[src/rtl/uart_rx_core.sv]
// UART receiver: 2-flop synchronizer, oversampled bit timing with a 3-sample
// majority vote, start/parity/stop checking and a one-entry valid/ready
// holding register with one-cycle status pulses.
`timescale 1ns/1ps
module uart_rx_core #(
  parameter int CLK_FREQ   = 100000000,
  parameter int BAUD_RATE  = 115200,
  parameter int OVERSAMPLE = 16,
  parameter int DATA_BITS  = 8,
  parameter int PARITY_EN  = 0,
  parameter int PARITY_ODD = 0
) (
  input  logic                 clk,
  input  logic                 reset,
  input  logic                 rx_en,
  input  logic                 rx,
  output logic [DATA_BITS-1:0] data_out,
  output logic                 rx_valid,
  input  logic                 rx_ready,
  output logic                 rx_busy,
  output logic                 rx_done,
  output logic                 frame_err,
  output logic                 parity_err,
  output logic                 rx_overrun
);

  localparam int DIV   = CLK_FREQ / (BAUD_RATE * OVERSAMPLE);
  localparam int CNT_W = (DIV > 1) ? $clog2(DIV) : 1;
  localparam int S_W   = $clog2(OVERSAMPLE);
  localparam int M     = OVERSAMPLE / 2;
  localparam int IDX_W = 4;

  typedef enum logic [2:0] {
    S_IDLE, S_START, S_DATA, S_PARITY, S_STOP, S_BREAK
  } state_t;

  state_t               state_q, state_d;
  logic [CNT_W-1:0]     cnt_q;
  logic                 rx_meta_q, rx_s_q;
  logic [S_W-1:0]       s_q, s_d;
  logic [IDX_W-1:0]     bidx_q, bidx_d;
  logic [1:0]           smp_q, smp_d;
  logic                 bit_q, bit_d;
  logic [DATA_BITS-1:0] shreg_q, shreg_d;
  logic                 par_bad_q, par_bad_d;
  logic                 dlv_q, dlv_d;
  logic                 ferr_q, ferr_d;
  logic                 perr_q, perr_d;
  logic [DATA_BITS-1:0] data_q;
  logic                 valid_q, done_q, ovr_q;

  logic tick, in_frame, bit_mid, bit_end, maj;

  function automatic logic maj3(input logic a, input logic b, input logic c);
    return (a & b) | (a & c) | (b & c);
  endfunction

  // Parity bit the transmitter should have sent for this payload.
  function automatic logic exp_parity(input logic [DATA_BITS-1:0] d);
    return (^d) ^ (PARITY_ODD != 0);
  endfunction

  assign tick     = (cnt_q == CNT_W'(DIV - 1));
  assign in_frame = (state_q == S_START) || (state_q == S_DATA) ||
                    (state_q == S_PARITY) || (state_q == S_STOP);
  assign bit_mid  = tick && (s_q == S_W'(M + 1));
  assign bit_end  = tick && (s_q == S_W'(OVERSAMPLE - 1));
  // Third vote is the live synchronized line at s = M+1.
  assign maj      = maj3(smp_q[0], smp_q[1], rx_s_q);

  // Two-flop synchronizer for the asynchronous line, idles high.
  always_ff @(posedge clk) begin
    if (reset) begin
      rx_meta_q <= 1'b1;
      rx_s_q    <= 1'b1;
    end else begin
      rx_meta_q <= rx;
      rx_s_q    <= rx_meta_q;
    end
  end

  // Free-running oversample tick divider.
  always_ff @(posedge clk) begin
    if (reset)     cnt_q <= '0;
    else if (tick) cnt_q <= '0;
    else           cnt_q <= cnt_q + 1'b1;
  end

  // Next-state logic: bit timing, majority capture and frame checks.
  always_comb begin
    state_d   = state_q;
    s_d       = s_q;
    bidx_d    = bidx_q;
    smp_d     = smp_q;
    bit_d     = bit_q;
    shreg_d   = shreg_q;
    par_bad_d = par_bad_q;
    dlv_d     = 1'b0;
    ferr_d    = 1'b0;
    perr_d    = 1'b0;
    if (tick && in_frame) begin
      s_d = bit_end ? '0 : s_q + 1'b1;
      if (s_q == S_W'(M - 1)) smp_d[0] = rx_s_q;
      if (s_q == S_W'(M))     smp_d[1] = rx_s_q;
    end
    case (state_q)
      S_IDLE: begin
        if (tick && rx_en && !rx_s_q) begin
          state_d   = S_START;
          s_d       = '0;
          par_bad_d = 1'b0;
        end
      end
      S_START: begin
        if (bit_mid && maj) begin
          state_d = S_IDLE;
        end else if (bit_end) begin
          state_d = S_DATA;
          bidx_d  = '0;
        end
      end
      S_DATA: begin
        if (bit_mid) bit_d = maj;
        if (bit_end) begin
          shreg_d = {bit_q, shreg_q[DATA_BITS-1:1]};
          bidx_d  = bidx_q + 1'b1;
          if (bidx_q == IDX_W'(DATA_BITS - 1))
            state_d = (PARITY_EN != 0) ? S_PARITY : S_STOP;
        end
      end
      S_PARITY: begin
        if (bit_mid) par_bad_d = (maj != exp_parity(shreg_q));
        if (bit_end) state_d = S_STOP;
      end
      S_STOP: begin
        // Leave half a bit early so the next start edge is not missed.
        if (bit_mid) begin
          if (!maj) begin
            ferr_d  = 1'b1;
            state_d = S_BREAK;
          end else begin
            perr_d  = par_bad_q;
            dlv_d   = !par_bad_q;
            state_d = S_IDLE;
          end
        end
      end
      S_BREAK: begin
        if (tick && rx_s_q) state_d = S_IDLE;
      end
      default: state_d = S_IDLE;
    endcase
    if (!rx_en) begin
      state_d = S_IDLE;
      dlv_d   = 1'b0;
      ferr_d  = 1'b0;
      perr_d  = 1'b0;
    end
  end

  // Receiver state and datapath registers.
  always_ff @(posedge clk) begin
    if (reset) begin
      state_q   <= S_IDLE;
      s_q       <= '0;
      bidx_q    <= '0;
      smp_q     <= 2'b11;
      bit_q     <= 1'b0;
      shreg_q   <= '0;
      par_bad_q <= 1'b0;
      dlv_q     <= 1'b0;
      ferr_q    <= 1'b0;
      perr_q    <= 1'b0;
    end else begin
      state_q   <= state_d;
      s_q       <= s_d;
      bidx_q    <= bidx_d;
      smp_q     <= smp_d;
      bit_q     <= bit_d;
      shreg_q   <= shreg_d;
      par_bad_q <= par_bad_d;
      dlv_q     <= dlv_d;
      ferr_q    <= ferr_d;
      perr_q    <= perr_d;
    end
  end

  // Holding register: load on a free or simultaneously drained slot, else overrun.
  always_ff @(posedge clk) begin
    if (reset) begin
      data_q  <= '0;
      valid_q <= 1'b0;
      done_q  <= 1'b0;
      ovr_q   <= 1'b0;
    end else begin
      done_q <= 1'b0;
      ovr_q  <= 1'b0;
      if (valid_q && rx_ready) valid_q <= 1'b0;
      if (dlv_q) begin
        if (!valid_q || rx_ready) begin
          data_q  <= shreg_q;
          valid_q <= 1'b1;
          done_q  <= 1'b1;
        end else begin
          ovr_q <= 1'b1;
        end
      end
    end
  end

  assign data_out   = data_q;
  assign rx_valid   = valid_q;
  assign rx_busy    = in_frame;
  assign rx_done    = done_q;
  assign frame_err  = ferr_q;
  assign parity_err = perr_q;
  assign rx_overrun = ovr_q;

endmodule

[config.mk]
export PLATFORM = sky130hd
export DESIGN_NAME = uart_rx_core
export DESIGN_NICKNAME = d
export VERILOG_FILES = /design/src/rtl/uart_rx_core.sv
export SDC_FILE = /design/constraint.sdc
export NUM_CORES = 1
export LEC_CHECK = 0
export BUFFER_PORTS_ARGS = -buffer_cell sky130_fd_sc_hd__buf_2
export CORE_MARGIN = 3
export CORE_UTILIZATION = 45
export DETAILED_ROUTE_END_ITERATION = 10
export PLACE_DENSITY = 0.69
export SLEW_MARGIN = 20
export SYNTH_ARGS = -nofsm -noshare
export SYNTH_HDL_FRONTEND = slang
export SYNTH_SLANG_ARGS = --single-unit
export TNS_END_PERCENT = 30
[constraint.sdc]
create_clock -name clk -period 1.8 [get_ports clk]
set_input_delay 0.18 -clock clk [delete_from_list [all_inputs] [get_ports clk]]
set_output_delay 0.18 -clock clk [all_outputs]
set_load 0.01 [all_outputs]
# ---- After elaboration in Yosys (flattened, before gate mapping)
# Cells that the tools add are included.
dict set report word_totals {
  register_bits 45
  output_inout_bits 14
  in_bits 5
}
dict set report op_classes {
  add_sub_neg 3
  bitwise_logic 10
  reduce_logical 32
  eq_ne 22
  muxes 27
}
# op n
set op_table {}
lappend op_table {{two-way mux 4 bit} 7}
lappend op_table {{two-way mux 3 bit} 9}
lappend op_table {{case mux 3 bit (6 select lines)} 1}
lappend op_table {{inequality test 2 bit (second input constant)} 8}
lappend op_table {{== test 4 bit (second input constant)} 3}
lappend op_table {{AND reduction 2 bit} 5}
lappend op_table {{adder 4 x 1 -> 4 bit (second input constant)} 2}
lappend op_table {{== test 4 x 3 -> 1 bit (second input constant)} 2}
lappend op_table {{logical AND 1 bit} 8}
lappend op_table {{two-way mux 1 bit} 8}
lappend op_table {{case mux 4 bit (2 select lines)} 1}
lappend op_table {{XOR reduction 8 bit} 1}
lappend op_table {{AND reduction 7 bit} 1}
lappend op_table {{adder 6 x 1 -> 6 bit (second input constant)} 1}
lappend op_table {{== test 3 x 2 -> 1 bit (second input constant)} 2}
lappend op_table {{== test 3 bit (second input constant)} 2}
lappend op_table {{== test 6 bit (second input constant)} 1}
lappend op_table {{OR reduction 2 bit} 3}
lappend op_table {{NOT 1 bit} 5}
lappend op_table {{OR reduction 5 bit} 1}
lappend op_table {{logical OR 1 bit} 4}
lappend op_table {{AND reduction 4 bit} 1}
lappend op_table {{nonzero test 2 bit} 2}
lappend op_table {{OR reduction 4 bit} 1}
lappend op_table {{10 further kinds} 15}

# ---- Logic depth before layout (Yosys ltp)
# Gate-level depths: netlist (run 1).
dict set report logic_depth {
  ltp_word 8
  mapped_depth 9
  depth_no_buf 7
}

# ---- Worst setup path before layout (run 1)
# No wires, ideal clock.
dict set report synth_path {
  path_kind {flip-flop to flip-flop}
  start {reg cnt_q[0]}
  end {reg shreg_q[0]}
  arrival_ps 1737
  t_required_ps 1672
  setup_slack_ps -64
  stages_incl_launch_ff 9
  period_less_slack_ps 1864
  path_buffers 2
  path_cell_list {dfxtp_1 -> ha_1 -> nand3b_4 -> or2_1 -> buf_6 -> nor4_4 -> buf_6 -> mux2i_1 -> nor2_1}
}
dict set report synth_between {
  elab_chain_len 3
}
# item line_no
set synth_lines {}
lappend synth_lines {{from (decl)} 38} ;# logic [CNT_W-1:0] cnt_q;
lappend synth_lines {{from (signal assigned)} 86} ;# else cnt_q <= cnt_q + 1'b1;
lappend synth_lines {{== test 6 bit} 63} ;# assign tick = (cnt_q == CNT_W'(DIV - 1));
lappend synth_lines {{logical AND 1 bit} 67} ;# assign bit_end = tick && (s_q == S_W'(OVERSAMPLE - 1));
lappend synth_lines {{AND reduction 2 bit (no line)} --}
lappend synth_lines {{to (signal assigned)} 180} ;# shreg_q <= shreg_d;
lappend synth_lines {{to (decl)} 44} ;# logic [DATA_BITS-1:0] shreg_q, shreg_d;
# No other way between the ends.
# A chain may end at the register's enable or synchronous reset.

# ---- Worst setup path after layout (run 1)
dict set report layout_path {
  start {reg cnt_q[1]}
  end {reg bit_q}
}
dict set report layout_between {
  elab_chain_len 3
}
# item line_no
set layout_lines {}
lappend layout_lines {{== test 6 bit} 63}
lappend layout_lines {{logical AND 1 bit} 66} ;# assign bit_mid = tick && (s_q == S_W'(M + 1));
lappend layout_lines {{AND reduction 2 bit (no line)} --}
lappend layout_lines {{to (signal assigned)} 179} ;# bit_q <= bit_d;
lappend layout_lines {{to (decl)} 43} ;# logic bit_q, bit_d;
# No other way between the ends.

==> results of run 1 <==
registers in the layout, summed over array words and instances, names as in the netlist:
name,flops
bidx_q,4
bit_q,1
cnt_q,6
data_out,8
dlv_q,1
frame_err,1
par_bad_q,1
parity_err,1
rx_done,1
rx_meta_q,1
rx_overrun,1
rx_s_q,1
rx_valid,1
s_q,4
shreg_q,8
smp_q,2
state_q,3
critical path, cell delays in order (launching register included):
cell,delay (ns)
dfxtp_2,0.33
inv_2,0.06
ha_4,0.13
nand3b_4,0.10
or2_4,0.28
nor4_1,0.48
mux2i_1,0.28
nor2_1,0.07
Yosys cell counts, types with 3 or more instances:
cell type   n
dfxtp_1    45
nor2_1     27
nand2_1    20
nand3_1    16
a21oi_1    13
mux2i_1    13
nor3_1     11
xnor2_1     9
nand2b_1    7
clkbuf_1    6
ha_1        6
inv_1       5
nor2b_1     5
xor2_1      4
a311oi_1    3
buf_2       3
nor4_1      3
placed cells by master (no fill, tap or decap), drive strengths merged, types with 2 or more instances in the layout:
master,instances
and3,2
mux2i,13
xnor2,9
nor4,5
nand3b,2
nand2b,7
inv,6
xor2,4
clkbuf,6
nand3,16
o21a,2
nor2,27
or3,2
nor3,11
buf,43
a311oi,3
a21oi,13
ha,6
a211oi,2
nand2,20
dfxtp,45
nor2b,5
o41ai,2
a41oi,2
o21ai,3
or2,3
worst max-delay path by stage:
| stage | endpoint | cells past startpoint |
|---|---|---|
| 2_1_floorplan | par_bad_q$_SDFFE_PP0P_ | 7 |
| 3_3_place_gp | state_q[0]$_SDFFE_PP0P_ | 8 |
| 3_5_place_dp | state_q[2]$_SDFFE_PP0P_ | 6 |
| 4_1_cts | s_q[3]$_SDFF_PP0_ | 8 |
| 5_1_grt | bit_q$_SDFFE_PP0P_ | 7 |
| 6_report | bit_q$_SDFFE_PP0P_ | 7 |
timing repair:
action                                  CTS  global route
setup buffers                             0             2
gates cloned                              0             1
endpoints found under the setup margin    7            19
resized for setup                         5            15
where the power goes:
part | total, mW | switching (mW) | internal (mW) | leakage, nW
Clock | 0.633 | 0.357 | 0.276 | 0.0445
Combinational | 0.0638 | 0.0352 | 0.0286 | 0.574
Sequential | 1.01 | 0.00704 | 1.00 | 0.366
cell type report:
class	count	area [um2]
inverter	5	18.77
fill	387	1844
timing repair buffer	44	315.3
tap	52	65.06
multi-input combinational	172	1202
clock buffer	5	68.82
sequential	45	908.4
clock inverter	3	21.27
logic make-up after synthesis:
group,share of synthesized area (%)
and+or+nand+nor,26.40
DFF,42.53
buffers and inverters,3.898
muxes,6.143
AOI/OAI and AO/OA,11.64
adders and majority gates,4.016
xor gates and xnor gates,5.375
routing by layer:
metal  global-route usage, %  vias up  part of all wire, %
met3                   4.940        8                  3.7
met1                   22.33      815                   48
met2                   26.44       36                   47
met4                   5.731        0                  1.7
li1                        -      908                    -
met5                       0        -                    0
==> impl_metrics.tcl, run 1 <==
set metrics [dict create \
    synthFlopType "dfxtp_1" \
    clock.fmax_mhz 542.2 \
    reg2regPathDepth 7 \
    die_x_um 74.61 \
    syn-num-nets 245 \
    pre_cts_slack_ns -0.05825 \
    clkLatencyLatePin_ns 0.30 \
    routed_via_density 5.420 \
    setup_tns_ns -0.04424 \
    hold_depth 2 \
    netlist_instances 234 \
    cts-htree-levels 2 \
    p_leak_nw 0.9850 \
    hold_buffers 0 \
    portBuffers 18 \
    dp_hpwl_um 3131 \
    overflow 0 \
    power_density_nw_per_um2 656.5 \
    antenna_cells 0 \
    cp_max_fo 6 \
    tightestPinTransition_ns 0.4955 \
    synthArstFlopShare_pct 0 \
    drc 0 \
    ys_seq_area_share_pct 42.53 \
    syn_to_final_growth_pct 22.74 \
    drtIter0Drc 110 \
    gp_congestion 0.8550 \
    die_area_um2 5567 \
    holdWs_ns 0.05994 \
    placed_cell_area_um2 2395 \
    wire_per_inst_um 14.20 \
    hp-start "rx" \
    grt_max_degree 30 \
    grt_use_total_pct 16.88 \
    end_kind "flop" \
    fin_util_pct 58.50 \
    clk_pin_slew_ns 0.09 \
    routed_wl_um 4628 \
    finalPower_mw 1.707 \
    status "finished, violations left" \
    synth_edf_count 0 \
    ant_nets 0 \
    drive_gt1_share_pct 27.74 \
    hold-path-endpoint "rx_meta_q$_SDFF_PP1_" \
    die_h_um 74.61 \
    crit_type "reg -> reg" \
    min_period_over_period_pct 102.5 \
    max-slew-margin-rel_pct 66.66 \
    hold_viol 0 \
    cp-start-kind "flop" \
    setup_viol 1 \
    drv_cap 0 \
    crit_arrival_ns 2.03 \
    clock_path_buffers 2 \
    timing.rr.end "bit_q$_SDFFE_PP0P_" \
    cts_buffers 5 \
    instances_no_fill 326 \
    yosysWarnings 0 \
    nNetsFinal 284 \
    startpoint "cnt_q[1]$_SDFF_PP0_" \
    peakVddDrop_mv 0.3342 \
    grt_pass1_wl_um 7334 \
    drv_slew 0 \
    start_util_pct 47.66 \
    violations "setup timing" \
    fin_skew_ns 0.003208 \
    synth.distinct_cells 46 \
    cts_tree "built" \
    vias 1767 \
    place_inst 315 \
    antenna_found_initial 0 \
    yosysTopAreaCell "dfxtp_1" \
    synth.area.top_cells "dfxtp_1, mux2i_1, nor2_1, nand3_1, xnor2_1" \
    cp.required_ns 1.98 \
    rsz0062_at_grt "yes" \
    rrSetupSlack_ns -0.04 \
    setup_slack_ns -0.04424 \
    fin_area_um2 2600 \
    cts.sinks 45 \
    syn_area_um2 2118 \
    r2r-start "cnt_q[1]$_SDFF_PP0_" \
    synth.top_cell.area_share_pct 42.53 \
    grt_pass1_vias 1619 \
    dr.pass1.iters 4 \
    min_period_ns 1.844 \
    syn_avg_cell_area_um2 9.052 \
    row_count 24 \
    root_buffer "clkbuf_8" \
    ioPinCount 19 \
    synth_seq_cells 45 \
    core_area_um2 4444 \
    worstHoldPathType "in -> reg" \
]
Note: power is estimated with default switching activity, not from simulation.
==> run 2: changes to the inputs <==
--- a/config.mk
+++ b/config.mk
@@ -7,9 +7,9 @@
 export LEC_CHECK = 0
 export BUFFER_PORTS_ARGS = -buffer_cell sky130_fd_sc_hd__buf_2
 export CORE_MARGIN = 3
-export CORE_UTILIZATION = 45
+export CORE_UTILIZATION = 46
 export DETAILED_ROUTE_END_ITERATION = 10
-export PLACE_DENSITY = 0.69
+export PLACE_DENSITY = 0.7
 export SLEW_MARGIN = 20
 export SYNTH_ARGS = -nofsm -noshare
 export SYNTH_HDL_FRONTEND = slang
==> run 2 against run 1 <==
Against the previous run: die area fell by 2.0%; highest routed layer unchanged; combinational power fell by 5.5%; the run still ends with setup timing left; clock power rose by 26%; utilization rose by 2.0 points; routed wire length fell by 3.4%; global-route usage fell by 0.40 points; largest cell class unchanged; critical path type unchanged; flip-flop and latch count did not move.
==> impl_metrics.tcl, run 2 (synthesized netlist as in run 1, its figures left out) <==
set metrics [dict create \
    drc 0 \
    setup_slack_ns -0.03195 \
    cts_buffers 5 \
    cp-start-kind "flop" \
    drv_cap 0 \
    clock.fmax_mhz 545.9 \
    antenna_cells 0 \
    violations "setup timing" \
    overflow 0 \
    die_h_um 73.86 \
    holdWs_ns 0.05428 \
    min_period_over_period_pct 101.8 \
    fillers 366 \
    grt_pass1_vias 1586 \
    power_density_nw_per_um2 700.2 \
    clkLatencyLatePin_ns 0.31 \
    cts-htree-levels 2 \
    cp_slowest_cell "dfxtp_2" \
    mostFrequentLayoutCell "dfxtp_1" \
    clock_path_buffers 2 \
    min_period_ns 1.832 \
    die_x_um 73.86 \
    end_kind "flop" \
    cts_tree "built" \
    ioPinCount 19 \
    drive_gt1_share_pct 29.79 \
    row_count 24 \
    die_area_um2 5455 \
    core_area_um2 4414 \
    drv_slew 0 \
    place_inst 318 \
    instances_no_fill 334 \
    root_buffer "clkbuf_8" \
    syn_to_final_growth_pct 26.05 \
    peakVddDrop_mv 0.3746 \
    drtIter0Drc 144 \
    cts.sinks 45 \
    crit_chain "inv_2 > ha_4 > nand3b_4 > or2_4 > nor4_4 > buf_6 > buf_6 > mux2i_1 > nor2_1" \
    tightestPinTransition_ns 0.4131 \
    portBuffers 18 \
    status "finished, violations left" \
    ant_nets 0 \
    finalPower_mw 1.870 \
    vias 1785 \
    antenna_found_initial 0 \
    crit_top_cell "buf_6" \
    nNetsFinal 292 \
    fin_skew_ns 0.01217 \
    cp_max_fo 8 \
    worstHoldPathType "in -> reg" \
    cp.required_ns 2.00 \
    clk_pin_slew_ns 0.10 \
    max-slew-margin-rel_pct 72.25 \
    start_util_pct 47.99 \
    gp_congestion 0.8664 \
    p_leak_nw 1.036 \
    grt_pass1_wl_um 7038 \
    routed_via_density 5.344 \
    final_cell_mix "dfxtp_1, buf_4, nor2_1" \
    grt_max_degree 30 \
    wire_per_inst_um 13.39 \
    grt_use_total_pct 16.47 \
    hold_viol 0 \
    dp_hpwl_um 2992 \
    pre_cts_slack_ns -0.1202 \
    dr.pass1.iters 4 \
    routed_wl_um 4471 \
    crit_arrival_ns 2.04 \
    rsz0062_at_grt "yes" \
    cpPeakStageDelay_ns 0.33 \
    setup_viol 6 \
    crit_type "reg -> reg" \
]
## run 2: cell count changes in the layout (fill, tap and decap cells not counted), sizes merged
| cell | change |
|---|---|
| clkinvlp | -1 |
| bufinv | +1 |
| clkbuf | -1 |
| buf | +9 |
## run 2: repair_timing
| item | in CTS | in global routing |
|---|---|---|
| resized for setup | 5 | 20 |
| hold buffers | 0 | 0 |
| buffers inserted | 0 | 8 |
| setup endpoints to repair | 8 | 18 |
| pin swaps | 0 | 11 |
## run 2: area by class of cell
| cell class | count | area [um2] | area share (%) |
|---|---|---|---|
| Multi-Input combinational cell | 172 | 1195 | 44.75 |
| Sequential cell | 45 | 908.4 | 34.02 |
| Timing Repair Buffer | 52 | 364.1 | 13.64 |
| Clock buffer | 5 | 68.82 | 2.577 |
| Tap cell | 52 | 65.06 | 2.437 |
| Clock inverter | 3 | 50.05 | 1.874 |
| Inverter | 5 | 18.77 | 0.7029 |
## run 2: report_power, final
| group | switching, mW | internal (mW) | leakage, nW | total [mW] |
|---|---|---|---|---|
| registers | 0.00639 | 1.00 | 0.366 | 1.01 |
| logic | 0.0322 | 0.0281 | 0.609 | 0.0603 |
| clock network | 0.374 | 0.425 | 0.0603 | 0.800 |
## run 2: worst paths after layout
kind,startpoint,endpoint,slack [ns],cells after the start
hold / removal,rx,rx_meta_q$_SDFF_PP1_,0.05,2
hold reg to reg,rx_meta_q$_SDFF_PP1_,rx_s_q$_SDFF_PP1_,0.41,1
setup / recovery,cnt_q[1]$_SDFF_PP0_,shreg_q[6]$_SDFFE_PP0P_,-0.03,9
setup reg to reg,cnt_q[1]$_SDFF_PP0_,shreg_q[6]$_SDFFE_PP0P_,-0.03,9
## run 2: worst max-delay path, delay by kind of cell (launching register included)
kind	cells	cell delay, ns
buffers and inverters	3	0.35
flip-flops	1	0.33
multiplexers	1	0.17
adder cells (fa/ha/maj)	1	0.12
AND/OR/NAND/NOR	4	0.75
## run 2: layer usage
metal	track usage (%)	vias up	part of all wire, %	wire length [um]
li1	-	918	-	-
met4	6.841	0	2.3	105
met2	25.69	45	46	2079
met3	4.378	9	4.4	196
met1	21.40	813	47	2089
met5	0	-	0	0
## run 2: per-stage QoR
stage / TNS (ns) / area (um2) / util, %
finish: -0.1167 / 2670 / 60.49
global route: -1.165 / 2670 / 60.49
CTS: -0.06418 / 2542 / 57.60
detailed placement: -0.3947 / 2405 / 54.48
global placement: 0 / 2405 / 54.48
floorplan: -0.02946 / 2118 / -
==> run 3: changes to the inputs <==
--- a/config.mk
+++ b/config.mk
@@ -9,6 +9,7 @@
 export CORE_MARGIN = 3
 export CORE_UTILIZATION = 46
 export DETAILED_ROUTE_END_ITERATION = 10
+export MAX_ROUTING_LAYER = met4
 export PLACE_DENSITY = 0.7
 export SLEW_MARGIN = 20
 export SYNTH_ARGS = -nofsm -noshare
==> run 3 against run 2 <==
Against the previous run: the flow still finishes with violations (setup timing); combinational power is 1% lower; via count down 0.73%; global-route usage grew 0.47 points; sequential power barely moved; critical path type unchanged; fmax shrank 4.1%; clock power down 0.8%; die area unchanged; non-clock buffer count is the same; first-iteration DRC count is 24% lower; utilization decreased by 0.34 points.
==> impl_metrics.tcl, run 3 (synthesized netlist as in run 1, its figures left out) <==
set metrics [dict create \
    antenna_found_initial 0 \
    die_h_um 73.86 \
    portBuffers 18 \
    fin_skew_ns 0.01269 \
    drv_cap 0 \
    drtIter0Drc 110 \
    mostFrequentLayoutCell "dfxtp_1" \
    final_cell_mix "dfxtp_1, buf_4, nor2_1" \
    gp_congestion 0.8805 \
    regArea_um2 905.9 \
    finalPower_mw 1.864 \
    wire_per_inst_um 13.00 \
    crit_chain "inv_2 > ha_4 > nand3b_4 > or2_4 > nor4_4 > buf_6 > buf_4 > mux2i_1 > nor2_1" \
    clk_pin_slew_ns 0.10 \
    cp-start-kind "flop" \
    fillers 371 \
    clock.fmax_mhz 523.6 \
    overflow 0 \
    crit_arrival_ns 2.11 \
    die_area_um2 5455 \
    grt_pass1_wl_um 7031 \
    clkLatencyLatePin_ns 0.31 \
    dp_hpwl_um 2992 \
    drv_slew 0 \
    row_count 24 \
    ant_nets 0 \
    root_buffer "clkbuf_8" \
    status "finished, violations left" \
    cts_buffers 5 \
    max-slew-margin-rel_pct 72.02 \
    core_area_um2 4414 \
    rsz0062_at_grt "yes" \
    tightestPinTransition_ns 0.4164 \
    power_density_nw_per_um2 701.9 \
    drive_gt1_share_pct 28.37 \
    drc 0 \
    multi_input_area_um2 1186 \
    routed_wl_um 4341 \
    antenna_cells 0 \
    ioPinCount 19 \
    min_period_over_period_pct 106.1 \
    routed_via_density 5.305 \
    vias 1772 \
    cp.required_ns 2.00 \
    nNetsFinal 292 \
    cp_slowest_cell "nor4_4" \
    grt_use_total_pct 16.95 \
    min_period_ns 1.910 \
    cpPeakStageDelay_ns 0.34 \
    cp_max_fo 8 \
    dr.pass1.iters 4 \
    setup_viol 10 \
    holdWs_ns 0.05610 \
    die_x_um 73.86 \
    grt_pass1_vias 1582 \
    setup_slack_ns -0.1099 \
    p_leak_nw 1.035 \
    syn_to_final_growth_pct 25.34 \
    violations "setup timing" \
    grt_max_degree 30 \
    crit_type "reg -> reg" \
    clock_path_buffers 2 \
    cts-htree-levels 2 \
    end_kind "flop" \
    peakVddDrop_mv 0.3737 \
    cts.sinks 45 \
    hold_viol 0 \
    worstHoldPathType "in -> reg" \
    cts_tree "built" \
    start_util_pct 47.99 \
]
==> run 3: layer usage <==
layer | wire (um) | vias up | part of all wire, % | GRT usage (%)
met4 | 63 | 0 | 1.5 | 6.841
met3 | 197 | 5 | 4.5 | 4.378
met1 | 2029 | 808 | 47 | 21.40
met5 | 0 | - | 0 | -
li1 | - | 917 | - | -
met2 | 2050 | 42 | 47 | 25.69
==> run 3: area by class of cell <==
class                   instances  area share, %
multi-input cells             172          44.67
flip-flops and latches         45          34.12
repair buffers                 52          13.57
clock buffers                   5          2.592
well taps                      52          2.451
clock inverters                 3          1.885
inverters                       5         0.7069
==> run 3: path summary, 6_finish.rpt <==
| path | start | end | slack, ns | cells past startpoint |
|---|---|---|---|---|
| setup / recovery | cnt_q[1]$_SDFF_PP0_ | shreg_q[7]$_SDFFE_PP0P_ | -0.11 | 9 |
| setup reg to reg | cnt_q[1]$_SDFF_PP0_ | shreg_q[7]$_SDFFE_PP0P_ | -0.11 | 9 |
| hold reg to reg | rx_meta_q$_SDFF_PP1_ | rx_s_q$_SDFF_PP1_ | 0.41 | 1 |
| hold / removal | rx | rx_meta_q$_SDFF_PP1_ | 0.06 | 2 |
==> run 3: power breakdown <==
part	total, mW	internal, mW	leakage [nW]	switching [mW]
clock network	0.794	0.425	0.0603	0.369
logic	0.0597	0.0279	0.609	0.0318
registers	1.01	1.00	0.365	0.00635
==> run 3: critical path, delay by kind of cell (launching register included) <==
kind / cells / cell delay [ns]
and+or+nand+nor: 4 / 0.78
adders and majority gates: 1 / 0.12
DFF: 1 / 0.33
muxes: 1 / 0.17
buffers and inverters: 3 / 0.39
==> run 3: repair_timing <==
action,CTS,global route
setup buffers,0,8
resized for setup,5,15
hold buffers,0,0
pin swaps,0,8
endpoints found under the setup margin,8,18
==> run 3: through the flow <==
stage / instance area, um2 / instances / setup TNS, ns / worst slack [ns] / util, %
3_5_place_dp: 2405 / 318 / -0.3947 / -0.1202 / 54.48
3_3_place_gp: 2405 / 318 / 0 / 0.0002491 / 54.48
6_report: 2655 / 334 / -0.4676 / -0.1099 / 60.15
4_1_cts: 2542 / 326 / -0.06418 / -0.05837 / 57.60
5_1_grt: 2655 / 334 / -1.844 / -0.1725 / 60.15
2_1_floorplan: 2118 / 234 / -0.02946 / -0.02946 / -
